File: src/rtl/adc_serial_rx_multi_pkg.sv
// Shared constants and helpers for the multi-channel serial ADC receiver.
package adc_serial_pkg;

  localparam logic [1:0] ST_IDLE  = 2'd0;
  localparam logic [1:0] ST_SETUP = 2'd1;
  localparam logic [1:0] ST_SHIFT = 2'd2;
  localparam logic [1:0] ST_DONE  = 2'd3;

  function automatic int shift_cycles(input int sclk_div, input int frame_bits);
    return 2 * sclk_div * frame_bits;
  endfunction

  // DATA_W >= 4 keeps the test-pattern frame counter at least one bit wide.
  function automatic bit cfg_legal(input int num_ch, input int frame_bits, input int data_w,
                                   input int lsb_pos, input int sclk_div, input int cs_setup,
                                   input int cycle_cnt);
    return (num_ch >= 1) && (num_ch <= 8) && (frame_bits >= 8) && (frame_bits <= 32) &&
           (data_w >= 4) && (lsb_pos >= 0) && (lsb_pos + data_w <= frame_bits) &&
           (sclk_div >= 1) && (cs_setup >= 1) && (cycle_cnt >= 1);
  endfunction

endpackage

File: src/rtl/adc_serial_rx_multi_if.sv
// AXI-Stream style sample output bundle.
interface adc_serial_rx_multi_if #(parameter int TDATA_W = 24);
  logic [TDATA_W-1:0] m_tdata;
  logic               m_tvalid;
  logic               m_tready;

  modport master (output m_tdata, output m_tvalid, input m_tready);
  modport slave  (input m_tdata, input m_tvalid, output m_tready);
endinterface

File: src/rtl/adc_serial_rx_multi_sclk_gen.sv
// SCLK half-period divider and frame bit counter; sclk_o idles high.
module adc_sclk_gen #(
  parameter int FRAME_BITS = 16,
  parameter int SCLK_DIV   = 2
) (
  input  logic fpga_clk_i,
  input  logic reset_n_i,
  input  logic start_i,     // last SETUP cycle: arm the first low phase
  input  logic run_i,       // high for the whole SHIFT state
  output logic sclk_o,
  output logic sample_stb,  // last low-phase cycle of a bit
  output logic bit_end,     // last high-phase cycle of a bit
  output logic last_bit
);
  localparam int DW = (SCLK_DIV > 1) ? $clog2(SCLK_DIV) : 1;
  localparam int BW = $clog2(FRAME_BITS);

  logic [DW-1:0] div_cnt;
  logic [BW-1:0] bit_cnt;
  logic          half_end;

  assign half_end   = run_i && (div_cnt == DW'(SCLK_DIV - 1));
  assign sample_stb = half_end && !sclk_o;
  assign bit_end    = half_end && sclk_o;
  assign last_bit   = (bit_cnt == '0);

  always_ff @(posedge fpga_clk_i or negedge reset_n_i) begin
    if (!reset_n_i) begin
      sclk_o  <= 1'b1;
      div_cnt <= '0;
      bit_cnt <= '0;
    end else if (start_i) begin
      sclk_o  <= 1'b0;
      div_cnt <= '0;
      bit_cnt <= BW'(FRAME_BITS - 1);
    end else if (half_end) begin
      div_cnt <= '0;
      if (!sclk_o) begin
        sclk_o <= 1'b1;
      end else if (!last_bit) begin
        sclk_o  <= 1'b0;
        bit_cnt <= bit_cnt - 1'b1;
      end
    end else if (run_i) begin
      div_cnt <= div_cnt + 1'b1;
    end
  end
endmodule

File: src/rtl/adc_serial_rx_multi.sv
// N-channel simultaneous serial ADC receiver with AXIS-style output and overrun flag.
// Optional build macro ADC_TEST_PATTERN_EN adds test_mode_i and a per-frame pattern source.
module adc_serial_rx_multi
  import adc_serial_pkg::*;
#(
  parameter int NUM_CH     = 2,
  parameter int FRAME_BITS = 16,
  parameter int DATA_W     = 12,
  parameter int LSB_POS    = 2,
  parameter int SCLK_DIV   = 2,
  parameter int CS_SETUP   = 2,
  parameter int CYCLE_CNT  = 200
) (
  input  logic                  fpga_clk_i,
  input  logic                  reset_n_i,
  input  logic [NUM_CH-1:0]     en_i,
  input  logic [NUM_CH-1:0]     sdata_i,
`ifdef ADC_TEST_PATTERN_EN
  input  logic                  test_mode_i,
`endif
  output logic                  sclk_o,
  output logic                  cs_o,
  adc_serial_rx_multi_if.master m_axis,
  output logic                  overrun_o,
  input  logic                  overrun_clr_i,
  output logic                  busy_o
);
  localparam int PW = $clog2(CYCLE_CNT + 1);
  localparam int SW = (CS_SETUP > 1) ? $clog2(CS_SETUP) : 1;
  // Only the low LSB_POS+DATA_W frame bits matter; older bits fall off the top.
  localparam int RW = LSB_POS + DATA_W;

  generate
    if (!cfg_legal(NUM_CH, FRAME_BITS, DATA_W, LSB_POS, SCLK_DIV, CS_SETUP, CYCLE_CNT)) begin : g_bad_cfg
      $error("adc_serial_rx_multi: illegal parameter combination");
    end
  endgenerate

  logic [1:0]                    state, state_nxt;
  logic [PW-1:0]                 period_cnt;
  logic [SW-1:0]                 setup_cnt;
  logic [NUM_CH-1:0]             en_q;
  logic [NUM_CH-1:0][RW-1:0]     sreg;
  logic [NUM_CH-1:0][DATA_W-1:0] field;
  logic frame_go, start, sample_stb, bit_end, last_bit, accept, drop;

  assign frame_go = (state == ST_IDLE) && (period_cnt == '0) && (|en_i);
  assign start    = (state == ST_SETUP) && (setup_cnt == '0);

  always_comb begin
    state_nxt = state;
    case (state)
      ST_IDLE:  if (frame_go) state_nxt = ST_SETUP;
      ST_SETUP: if (start) state_nxt = ST_SHIFT;
      ST_SHIFT: if (bit_end && last_bit) state_nxt = ST_DONE;
      default:  state_nxt = ST_IDLE;
    endcase
  end

  adc_sclk_gen #(.FRAME_BITS(FRAME_BITS), .SCLK_DIV(SCLK_DIV)) u_sclk (
    .fpga_clk_i (fpga_clk_i),
    .reset_n_i  (reset_n_i),
    .start_i    (start),
    .run_i      (state == ST_SHIFT),
    .sclk_o     (sclk_o),
    .sample_stb (sample_stb),
    .bit_end    (bit_end),
    .last_bit   (last_bit)
  );

  // cs_o/busy_o follow next state so both pins are registered yet line up with the FSM.
  always_ff @(posedge fpga_clk_i or negedge reset_n_i) begin
    if (!reset_n_i) begin
      state      <= ST_IDLE;
      period_cnt <= '0;
      setup_cnt  <= '0;
      en_q       <= '0;
      cs_o       <= 1'b1;
      busy_o     <= 1'b0;
    end else begin
      state  <= state_nxt;
      cs_o   <= !((state_nxt == ST_SETUP) || (state_nxt == ST_SHIFT));
      busy_o <= (state_nxt != ST_IDLE);
      if (frame_go) begin
        period_cnt <= PW'(CYCLE_CNT - 1);
        setup_cnt  <= SW'(CS_SETUP - 1);
        en_q       <= en_i;
      end else begin
        if (period_cnt != '0) period_cnt <= period_cnt - 1'b1;
        if ((state == ST_SETUP) && (setup_cnt != '0)) setup_cnt <= setup_cnt - 1'b1;
      end
    end
  end

  always_ff @(posedge fpga_clk_i or negedge reset_n_i) begin
    if (!reset_n_i) begin
      sreg <= '0;
    end else if (sample_stb) begin
      for (int k = 0; k < NUM_CH; k++) sreg[k] <= {sreg[k][RW-2:0], sdata_i[k]};
    end
  end

`ifdef ADC_TEST_PATTERN_EN
  logic [DATA_W-4:0] frame_cnt;

  always_ff @(posedge fpga_clk_i or negedge reset_n_i) begin
    if (!reset_n_i)            frame_cnt <= '0;
    else if (state == ST_DONE) frame_cnt <= frame_cnt + 1'b1;
  end

  always_comb begin
    field = '0;
    for (int k = 0; k < NUM_CH; k++) begin
      if (en_q[k]) field[k] = test_mode_i ? {frame_cnt, 3'(k)} : sreg[k][RW-1:LSB_POS];
    end
  end
`else
  always_comb begin
    field = '0;
    for (int k = 0; k < NUM_CH; k++) begin
      if (en_q[k]) field[k] = sreg[k][RW-1:LSB_POS];
    end
  end
`endif

  assign accept = (state == ST_DONE) && (!m_axis.m_tvalid || m_axis.m_tready);
  assign drop   = (state == ST_DONE) && m_axis.m_tvalid && !m_axis.m_tready;

  always_ff @(posedge fpga_clk_i or negedge reset_n_i) begin
    if (!reset_n_i) begin
      m_axis.m_tdata  <= '0;
      m_axis.m_tvalid <= 1'b0;
      overrun_o       <= 1'b0;
    end else begin
      if (accept) begin
        m_axis.m_tdata  <= field;
        m_axis.m_tvalid <= 1'b1;
      end else if (m_axis.m_tvalid && m_axis.m_tready) begin
        m_axis.m_tvalid <= 1'b0;
      end
      if (drop)               overrun_o <= 1'b1;
      else if (overrun_clr_i) overrun_o <= 1'b0;
    end
  end
endmodule
File: src/flat_wrapper.sv
// flat-port wrapper written by rule: the top's interface ports become plain ports
module adc_serial_rx_multi_flat import adc_serial_pkg::*;
#(
  parameter int NUM_CH     = 2,
  parameter int FRAME_BITS = 16,
  parameter int DATA_W     = 12,
  parameter int LSB_POS    = 2,
  parameter int SCLK_DIV   = 2,
  parameter int CS_SETUP   = 2,
  parameter int CYCLE_CNT  = 200
)
  (fpga_clk_i, reset_n_i, en_i, sdata_i, sclk_o, cs_o, overrun_o, overrun_clr_i, busy_o, m_axis_m_tdata, m_axis_m_tvalid, m_axis_m_tready);
  adc_serial_rx_multi_if m_axis_i ();
  input  logic fpga_clk_i;
  input  logic reset_n_i;
  input  logic [NUM_CH-1:0] en_i;
  input  logic [NUM_CH-1:0] sdata_i;
  output logic sclk_o;
  output logic cs_o;
  output logic overrun_o;
  input  logic overrun_clr_i;
  output logic busy_o;
  output wire logic [$bits(m_axis_i.m_tdata)-1:0] m_axis_m_tdata;
  output wire logic [$bits(m_axis_i.m_tvalid)-1:0] m_axis_m_tvalid;
  input wire logic [$bits(m_axis_i.m_tready)-1:0] m_axis_m_tready;
  assign m_axis_m_tdata = m_axis_i.m_tdata;
  assign m_axis_m_tvalid = m_axis_i.m_tvalid;
  assign m_axis_i.m_tready = m_axis_m_tready;
  adc_serial_rx_multi #(.NUM_CH(NUM_CH), .FRAME_BITS(FRAME_BITS), .DATA_W(DATA_W), .LSB_POS(LSB_POS), .SCLK_DIV(SCLK_DIV), .CS_SETUP(CS_SETUP), .CYCLE_CNT(CYCLE_CNT)) u_core (.fpga_clk_i(fpga_clk_i), .reset_n_i(reset_n_i), .en_i(en_i), .sdata_i(sdata_i), .sclk_o(sclk_o), .cs_o(cs_o), .m_axis(m_axis_i), .overrun_o(overrun_o), .overrun_clr_i(overrun_clr_i), .busy_o(busy_o));
endmodule
File: config.mk
export PLATFORM = sky130hd
export DESIGN_NAME = adc_serial_rx_multi_flat
export DESIGN_NICKNAME = d
export VERILOG_FILES = /design/src/rtl/adc_serial_rx_multi_pkg.sv /design/src/rtl/adc_serial_rx_multi_if.sv /design/src/rtl/adc_serial_rx_multi_sclk_gen.sv /design/src/rtl/adc_serial_rx_multi.sv /design/src/flat_wrapper.sv
export SDC_FILE = /design/constraint.sdc
export NUM_CORES = 1
export LEC_CHECK = 0
export ABC_CLOCK_PERIOD_IN_PS = 5900
export BUFFER_PORTS_ARGS = -buffer_cell sky130_fd_sc_hd__buf_2
export CORE_ASPECT_RATIO = 1.25
export CORE_MARGIN = 10
export CORE_UTILIZATION = 37
export CTS_CLUSTER_DIAMETER = 150
export CTS_CLUSTER_SIZE = 30
export DETAILED_ROUTE_END_ITERATION = 8
export PLACE_DENSITY_LB_ADDON = 0.08
export SLEW_MARGIN = 10
export SYNTH_ARGS = -nofsm -noshare
export SYNTH_HDL_FRONTEND = slang
export SYNTH_HIERARCHICAL = 1
export SYNTH_SLANG_ARGS = --single-unit
File: constraint.sdc
create_clock -name fpga_clk_i -period 5.9 [get_ports fpga_clk_i]
set_clock_uncertainty 0.1 [all_clocks]
set_input_delay 0.59 -clock fpga_clk_i [delete_from_list [all_inputs] [get_ports fpga_clk_i]]
set_output_delay 0.59 -clock fpga_clk_i [all_outputs]
set_load 0.05 [all_outputs]
== Word level (Yosys, flattened, before mapping) ==
Cells that the tools add are included.
Storage, ports and cells
  register bits: 75
  word-level logic and storage cells: 82
Operators by class
  add/subtract/negate cells: 4
  eq/ne operators: 6
  mux-type cells: 25
  bitwise gates (word level): 1
  reductions and logical operators: 32
Operators with widths (count)
  $mux 12: 2
  $mux 4: 4
  $mux 8: 2
  $reduce_bool 2->1: 7
  $mux 1: 13
  $logic_and 1x1->1: 12
  $logic_not 8->1: 1
  $reduce_bool 8->1: 1
  $sub 8x1->8 const B: 1
  $eq 2x2->1 const B: 3
  $mux 2: 3
  $pmux 2 s3: 1
  $eq 2x1->1 const B: 2
  $logic_not 1->1: 4
  $logic_not 4->1: 1
  $sub 4x1->4 const B: 1
  $reduce_and 3->1: 1
  $reduce_bool 3->1: 1
  $logic_not 2->1: 1
  $logic_or 1x1->1: 2
  $ne 2x1->1 const B: 1
  $reduce_or 2->1: 1
  $add 1x1->1 const B: 1
  $not 1->1: 1
  $sub 1x1->1 const B: 1

== Depth between registers and ports, before layout ==
Gate-level depths: netlist of the first run.
  depth after elaboration: 9
  mapped depth: 9
  mapped depth without buffers: 8

== By module ==
The synthesis of the first run kept the hierarchy.
Modules (own cells, without submodules)
  adc_serial_rx_multi: times used 1, cells an instance 235, area an instance 2747.6 um^2, sequential area each 1727.9 um^2
  adc_sclk_gen: times used 1, cells an instance 33, area an instance 311.5 um^2, sequential area each 151.4 um^2

== Worst setup path before layout of the first run ==
OpenSTA, ideal clock, no wires.
  kind: register -> register
  from: reg u_core.state[0]
  to: reg u_core/sreg[0] (netlist name)
  setup time: 0.125 ns
  arrival: 1.933 ns
  slack: 3.742 ns
  cell stages (with the launch flop): 7
  clock period less this slack: 2.158 ns
  cells stage by stage: dfrtp_1 > nor2b_1 > nand2_1 > nor2_1 > clkbuf_1 > clkbuf_1 > mux2_2
Between the ends
  word-level cells in the longest chain between the ends: 3
RTL lines
  start, declared: RTL line adc_serial_rx_multi.sv:39  | logic [1:0] state, state_nxt;
  start signal, assigned: RTL line adc_serial_rx_multi.sv:81  | state <= state_nxt;
  $eq 2x2->1: RTL line adc_serial_rx_multi.sv:64  | .run_i (state == ST_SHIFT),
  $logic_and 1x1->1: RTL line adc_serial_rx_multi_sclk_gen.sv:22  | assign half_end = run_i && (div_cnt == DW'(SCLK_DIV - 1));
  $logic_and 1x1->1: RTL line adc_serial_rx_multi_sclk_gen.sv:23  | assign sample_stb = half_end && !sclk_o;
  named net u_core.sample_stb: RTL line adc_serial_rx_multi.sv:45  | logic frame_go, start, sample_stb, bit_end, last_bit, accept, drop;
  end signal, assigned: RTL line adc_serial_rx_multi.sv:97  | sreg <= '0;
  end, declared: RTL line adc_serial_rx_multi.sv:43  | logic [NUM_CH-1:0][RW-1:0] sreg;
The timed path passes the listed nets, and every way through them passes these cells.
A chain may end at the register's enable or synchronous reset.

== Final worst setup path of the first run ==
  from: reg u_core.period_cnt[3]
  to: reg u_core.en_q[1]
Between the ends
  word-level cells in the longest chain between the ends: 3
RTL lines
  start, declared: RTL line adc_serial_rx_multi.sv:40  | logic [PW-1:0] period_cnt;
  start signal, assigned: RTL line adc_serial_rx_multi.sv:85  | period_cnt <= PW'(CYCLE_CNT - 1);
  start signal, assigned: RTL line adc_serial_rx_multi.sv:89  | if (period_cnt != '0) period_cnt <= period_cnt - 1'b1;
  $logic_not 8->1: RTL line adc_serial_rx_multi.sv:47  | assign frame_go = (state == ST_IDLE) && (period_cnt == '0) && (|en_i);
  $logic_and 1x1->1 (2 in series): RTL line adc_serial_rx_multi.sv:47
  end signal, assigned: RTL line adc_serial_rx_multi.sv:87  | en_q <= en_i;
  end, declared: RTL line adc_serial_rx_multi.sv:42  | logic [NUM_CH-1:0] en_q;
No other way between the ends.

==> results.yml, run 1 <==
status:
  run_status: "finished clean"
pwr:
  share_comb_of_total_power: 0.021
  internal_power_mw: 0.769
  leakage_power_of_the_design_nw: 1.69
  vdd_ir_drop_max_uv: 118
  power.sequential.fraction: 0.538
  netSwitchingFraction: 0.216
  power.density_cell_area_nw_per_um2: 276
  netSwitchingPower_mw: 0.211
  power_frac_clock: 0.441
clock_tree:
  cts.htree.levels: 3
  cts-buffers-inserted: 9
  clk_pin_slew_worst_paths_ns: 0.08
  cts_tree: "yes"
  cts_setup_buffers: 0
  cts_hold_buf: 0
  clk_path_buf_depth: 2
  cts-root-buf: "sky130_fd_sc_hd__clkbuf_8"
  cts_resized: 0
  cts.sinks: 75
  insertion_delay_ns: 0.35
yosys:
  ys_ff_latch: 75
  yosys_most_used_dff: "sky130_fd_sc_hd__dfrtp_1"
  synthesis.area_per_instance_um2: 11.4
  postSynthCellCount: 268
  netlist_area_before_placement_um2: 3060
  synth_enable_flop_cells: 0
  postSynth.asyncResetShare: 1.00
  ys.warnings.count: 6
  postSynthNetCount: 279
  synth_area_leaders: "sky130_fd_sc_hd__dfrtp_1 (60%), sky130_fd_sc_hd__mux2_2 (10%), sky130_fd_sc_hd__nand2_1 (6.5%)"
  ys_seq_area_frac: 0.614
  netlist.top_cell.by_area: "sky130_fd_sc_hd__dfrtp_1"
  synth.distinct_cells: 36
  synthDominantCellAreaShare: 0.597
timing:
  grt_setup_unrepaired: "false"
  timing.final.crit_share: 0.382
  timing_worst_slew_pin_value_ns: 0.960
  maxSlewHeadroom: 0.360
  setup_violations: 0
  post-route-min-period_ns: 2.26
  layout_setup_ws_ns: 3.64
  report.final.slew_viol_count: 0
  timing.fmax_mhz: 443
  timing.setup.tns_ns: 0
  timing.final.hold_violations: 0
setup_path:
  required_ns: 6.02
  regToRegStartpoint: "u_core/period_cnt[3]"
  nature_of_the_critical_path_endpoint: "flip-flop"
  critPathMaxStageDelay_ns: 0.57
  critical_path.startpoint_type: "flip-flop"
  regToRegSetupSlack_ns: 3.64
  crit_path_top_delay_cell: "sky130_fd_sc_hd__or4_4"
  r2r_cells: 4
  cp_max_fo: 7
  critical_path_class: "reg -> reg"
  rr_endpoint: "u_core/en_q[1]"
  timing.critical_path.arrival_ns: 2.38
  path_cells: "or4_4, or3_1, nor2_8, mux2_1"
job:
  cap_violations: 0
cells_and_area:
  finish.net_count: 317
  most-common-layout-cells: "sky130_fd_sc_hd__dfrtp_1 (73), sky130_fd_sc_hd__nand2_1 (53), sky130_fd_sc_hd__buf_2 (35)"
  layout-area-overhead-vs-synth_pct: 16.0
  multi_input_area_um2: 1090
  drive_above_1_share: 0.286
  num-fill-cells: 811
  most_common_cell_after_layout_fill_and_taps_aside: "sky130_fd_sc_hd__dfrtp_1"
  stdcell_area_um2: 3550
  sequential_cell_area_um2: 1880
  layout.core_utilization: 0.436
  num_antenna_cells: 0
floorplan:
  floorplan.io_pins: 37
  floorplan.core_area_um2: 8150
  fp.dieArea_um2: 12300
  std_cell_rows: 37
  chipHeight_um: 122
  die_w_um: 101
  initial_standard_cell_utilization_of_the_core: 0.375
grt:
  gr-total-overflow: 0
  grt_util_all_layers: 0.0965
  number_of_global_route_vias_before_repair: 1985
  grt_first_pass_wirelength_um: 9520
  grt_max_degree: 76
  number_of_antenna_violations_at_the_first_check_in_global_routing: 0
drt:
  drt-wirelength-per-cell_um: 13.8
  totalWireLength_um: 5610
  vias: 1974
  detail_route.iter0.violations: 72
  postRouteAntennaNets: 0
  drt_first_pass_iters: 4
  drc_errors: 0
  via_per_inst: 4.84
placement:
  port_buffers: 36
  placedInstanceArea_um2: 3330
  post-dp-hpwl_um: 3690
  post-place-ws_ns: 3.64
  gp_congestion: 0.720
worst_hold_path:
  holdCritPathClass: "in -> async"
stage by stage:
step | cells | hold slack (ns) | total power [mW]
floorplan | 268 | 0.194 | 0.544
global placement | 392 | 0.355 | 0.559
detailed placement | 392 | 0.365 | 0.559
CTS | 408 | 0.313 | 0.998
global route | 408 | 0.341 | 1.02
finish | 408 | 0.251 | 0.980
area by class of cell:
class                   count  area share
multi-input cells         170       0.307
flip-flops and latches     75       0.529
clock inverters             6      0.0254
well taps                  97      0.0342
repair buffers             38      0.0557
inverters                  12      0.0127
clock buffers              10      0.0360
cell families after synthesis:
kind of cell    synth area share
compound gates            0.0834
simple gates               0.137
fa+ha+maj                 0.0123
xor+xnor                 0.00573
buf+inv                   0.0307
flops                      0.614
mux                        0.117
worst max-delay path, delay by kind of cell, from the launching register on:
family | cells | cell delay [ns]
and+or+nand+nor | 3 | 1.27
muxes | 1 | 0.33
DFF | 1 | 0.43
worst max path at each step:
stage	startpoint	endpoint	slack (ns)	cells after the start
finish	u_core/period_cnt[3]	u_core/en_q[1]	3.64	4
global placement	u_core/period_cnt[3]	u_core/cs_o	3.68	6
detailed placement	u_core/period_cnt[3]	u_core/en_q[1]	3.64	4
floorplan	u_core/state[0]	u_core/sreg[0]	3.74	6
global route	u_core/period_cnt[3]	u_core/cs_o	3.56	6
CTS	u_core/period_cnt[3]	u_core/en_q[1]	3.63	4
flip-flops by register name, indices dropped and copies added, names as in the netlist:
name / flops
u_core/u_sclk/div_cnt: 1
u_core/sreg: 28
u_core/state: 2
u_core/busy_o: 1
u_core/m_axis.m_tdata: 24
u_core/m_axis.m_tvalid: 1
u_core/u_sclk/sclk_o: 1
u_core/period_cnt: 8
u_core/en_q: 2
u_core/overrun_o: 1
u_core/cs_o: 1
u_core/setup_cnt: 1
u_core/u_sclk/bit_cnt: 4
routing by layer:
layer,part of all wire,track usage,up-vias
li1,-,-,990
met1,0.47,0.119,938
met2,0.45,0.143,34
met3,0.058,0.0334,12
met4,0.025,0.0576,0
met5,0,0,-
synth_stat cells (all sizes together), types with 2 or more instances:
master	count
dfrtp	73
inv	12
o31ai	2
or4	3
or3	5
nor2	9
o21ai	35
xnor2	2
ha	3
nand2	53
dfstp	2
nand2b	5
nand3	5
mux2	30
mux2i	2
clkbuf	10
a21o	2
nor2b	2
nor3b	2
nor3	2
power groups by stage:
stage	clock network (mW)	logic, mW	registers (mW)
6_report	0.433	0.0203	0.528
3_3_place_gp	0	0.0213	0.538
3_5_place_dp	0	0.0214	0.538
2_1_floorplan	0	0.00735	0.536
5_1_grt	0.469	0.0237	0.529
4_1_cts	0.449	0.0215	0.528
Power figures use the tool's default switching activity.
==> run 2: changes to the inputs <==
--- a/config.mk
+++ b/config.mk
@@ -5,7 +5,7 @@
 export SDC_FILE = /design/constraint.sdc
 export NUM_CORES = 1
 export LEC_CHECK = 0
-export ABC_CLOCK_PERIOD_IN_PS = 5900
+export ABC_CLOCK_PERIOD_IN_PS = 1900
 export BUFFER_PORTS_ARGS = -buffer_cell sky130_fd_sc_hd__buf_2
 export CORE_ASPECT_RATIO = 1.25
 export CORE_MARGIN = 10
==> constraint.sdc (replaced) <==
create_clock -name fpga_clk_i -period 1.9 [get_ports fpga_clk_i]
set_clock_uncertainty 0.1 [all_clocks]
set_input_delay 0.19 -clock fpga_clk_i [delete_from_list [all_inputs] [get_ports fpga_clk_i]]
set_output_delay 0.19 -clock fpga_clk_i [all_outputs]
set_load 0.05 [all_outputs]
==> run 2 against run 1 <==
  * The flow now finishes with violations (setup timing)
  * Routed wire length hardly changed
  * Count of clock-buffer cells in the layout stayed put
  * Core utilization is 2.7 points higher
  * Hold slack worse by 0.19 ns
==> results.yml, run 2 (synthesis results as in run 1) <==
status:
  run_status: "complete, but fails checks"
  violations: "setup timing"
cells_and_area:
  drive_above_1_share: 0.318
  stdcell_area_um2: 3770
  fin_cells: 424
  layout-area-overhead-vs-synth_pct: 23.2
  regMostFlops: "u_core/sreg"
  most-common-layout-cells: "sky130_fd_sc_hd__dfrtp_1 (73), sky130_fd_sc_hd__nand2_1 (53), sky130_fd_sc_hd__buf_2 (35)"
  largest_register_ffs: 28
  most_common_cell_after_layout_fill_and_taps_aside: "sky130_fd_sc_hd__dfrtp_1"
  finish.net_count: 333
  largest_registers: "u_core/sreg x28, u_core/m_axis.m_tdata x24, u_core/period_cnt x8"
  num-fill-cells: 794
  num_antenna_cells: 0
  multi_input_area_um2: 1100
  sequential_cell_area_um2: 1880
setup_path:
  critical_path_class: "reg -> reg"
  critical_path.startpoint_type: "flip-flop"
  cp_max_fo: 4
  rr_endpoint: "u_core/cs_o"
  timing.critical_path.arrival_ns: 2.17
  critPathMaxStageDelay_ns: 0.54
  required_ns: 2.08
  regToRegStartpoint: "u_core/period_cnt[6]"
  nature_of_the_critical_path_endpoint: "flip-flop"
  worstPathBufferInverterCount: 1
  path_cells: "or4_4, or3_4, nor2_8, nor2b_1, ha_2, inv_2"
  regToRegSetupSlack_ns: -0.1
  r2r_cells: 6
  timing.critical_path.max_delay_family: "simple AND/OR/NAND/NOR gates"
  crit_path_top_delay_cell: "sky130_fd_sc_hd__or4_4"
clock_tree:
  clk_path_buf_depth: 2
  cts_tree: "yes"
  cts.sinks: 75
  insertion_delay_ns: 0.34
  cts-root-buf: "sky130_fd_sc_hd__clkbuf_8"
  cts.htree.levels: 3
  cts-buffers-inserted: 9
  clk_pin_slew_worst_paths_ns: 0.07
timing:
  timing.fmax_mhz: 501
  timing.final.hold_violations: 0
  timing_worst_slew_pin_value_ns: 0.652
  report.final.slew_viol_count: 0
  setup_violations: 4
  maxSlewHeadroom: 0.560
  layout_setup_ws_ns: -0.0963
  post-route-min-period_ns: 2.00
  grt_setup_unrepaired: "true"
  hold_ws_ns: 0.0600
  timing.final.crit_share: 1.05
job:
  cap_violations: 0
placement:
  gp_congestion: 0.697
  post-dp-hpwl_um: 3910
  placedInstanceArea_um2: 3440
  placed_cells_incl_taps: 402
  port_buffers: 36
grt:
  use_met1: 0.124
  grt-busiest-layer: "met2"
  grt_first_pass_wirelength_um: 9870
  grt_util_all_layers: 0.0989
  number_of_antenna_violations_at_the_first_check_in_global_routing: 0
  grt_max_degree: 49
  number_of_global_route_vias_before_repair: 2028
  grt.met3_usage: 0.0260
  gr-total-overflow: 0
  global_route.usage.met2: 0.151
pwr:
  power.density_cell_area_nw_per_um2: 878
  internal_power_mw: 2.67
  power.sequential.fraction: 0.495
  leakage_power_of_the_design_nw: 1.79
  share_comb_of_total_power: 0.024
  netSwitchingFraction: 0.193
  vdd_ir_drop_max_uv: 457
  power_frac_clock: 0.481
  netSwitchingPower_mw: 0.639
floorplan:
  initial_standard_cell_utilization_of_the_core: 0.375
  floorplan.core_area_um2: 8150
  fp.dieArea_um2: 12300
  chipHeight_um: 122
  die_w_um: 101
  floorplan.io_pins: 37
  std_cell_rows: 37
drt:
  drt-wirelength-per-cell_um: 13.2
  totalWireLength_um: 5610
  vias: 1998
  detail_route.iter0.violations: 44
  postRouteAntennaNets: 0
  drt_first_pass_iters: 4
  via_per_inst: 4.71
  drc_errors: 0
worst_hold_path:
  hold_path.startpoint: "m_axis_m_tready"
  whs_endpoint: "u_core/m_axis.m_tvalid"
  holdCritPathClass: "in -> reg"
  hold-path-cell-count: 3
==> run 2: changes by cell type in the layout (fill, tap and decap cells not counted), moves of 2 or more <==
cell                            before  now
sky130_fd_sc_hd__buf_12              0    2
sky130_fd_sc_hd__buf_4               3   11
sky130_fd_sc_hd__inv_2               0    2
sky130_fd_sc_hd__inv_1              12   10
sky130_fd_sc_hd__dlygate4sd3_1       0    6
sky130_fd_sc_hd__bufinv_16           2    4
sky130_fd_sc_hd__clkinv_4            2    0
==> run 2: power groups by stage <==
stage	Combinational (mW)	Sequential [mW]	Clock (mW)
floorplan	0.0228	1.66	0
global placement	0.0733	1.67	0
finish	0.0795	1.64	1.59
global route	0.0922	1.64	1.72
CTS	0.0840	1.64	1.65
detailed placement	0.0741	1.67	0
==> run 2: cell type report <==
| type | count | share of cell area |
|---|---|---|
| tap | 97 | 0.0322 |
| timing repair buffer | 54 | 0.0950 |
| clock inverter | 6 | 0.0362 |
| clock buffer | 10 | 0.0339 |
| inverter | 12 | 0.0120 |
| sequential | 75 | 0.499 |
| multi-input combinational | 170 | 0.292 |
==> run 2: through the flow <==
step | setup TNS [ns] | util | setup WS [ns] | power (mW)
finish | -0.265 | 0.463 | -0.0963 | 3.31
global route | -0.520 | 0.463 | -0.157 | 3.45
CTS | -0.293 | 0.462 | -0.101 | 3.37
detailed placement | -0.968 | 0.422 | -0.200 | 1.74
global placement | -0.833 | 0.422 | -0.177 | 1.74
floorplan | -0.539 | - | -0.155 | 1.69
==> run 2: repair_timing <==
action / in CTS / in global routing
buffers inserted: 0 / 0
pin swaps: 1 / 0
hold endpoints to repair: 63 / 0
gates resized for setup: 1 / 3
hold buffers: 6 / 0
setup endpoints to repair: 8 / 5
==> run 2: routing by layer <==
layer | wire length [um] | vias up
met1 | 2610 | 941
met4 | 138 | 0
met2 | 2590 | 31
li1 | - | 1014
met3 | 276 | 12
met5 | 0 | -
==> run 2: worst max path at each step <==
stage / depth (start not counted) / startpoint / endpoint / slack [ns]
2_1_floorplan: 5 / u_core/period_cnt[6] / u_core/en_q[0] / -0.16
3_3_place_gp: 6 / u_core/period_cnt[6] / u_core/cs_o / -0.18
3_5_place_dp: 6 / u_core/period_cnt[6] / u_core/cs_o / -0.20
4_1_cts: 6 / u_core/period_cnt[6] / u_core/cs_o / -0.10
5_1_grt: 6 / u_core/period_cnt[6] / u_core/cs_o / -0.16
6_report: 6 / u_core/period_cnt[6] / u_core/cs_o / -0.1
==> run 2: worst register-to-register path: cells and delay by family, from the launching register on <==
family                   cells  cell delay, ns
buffers and inverters        1            0.03
flip-flops                   1            0.40
AND/OR/NAND/NOR              4            1.11
adder cells (fa/ha/maj)      1            0.31
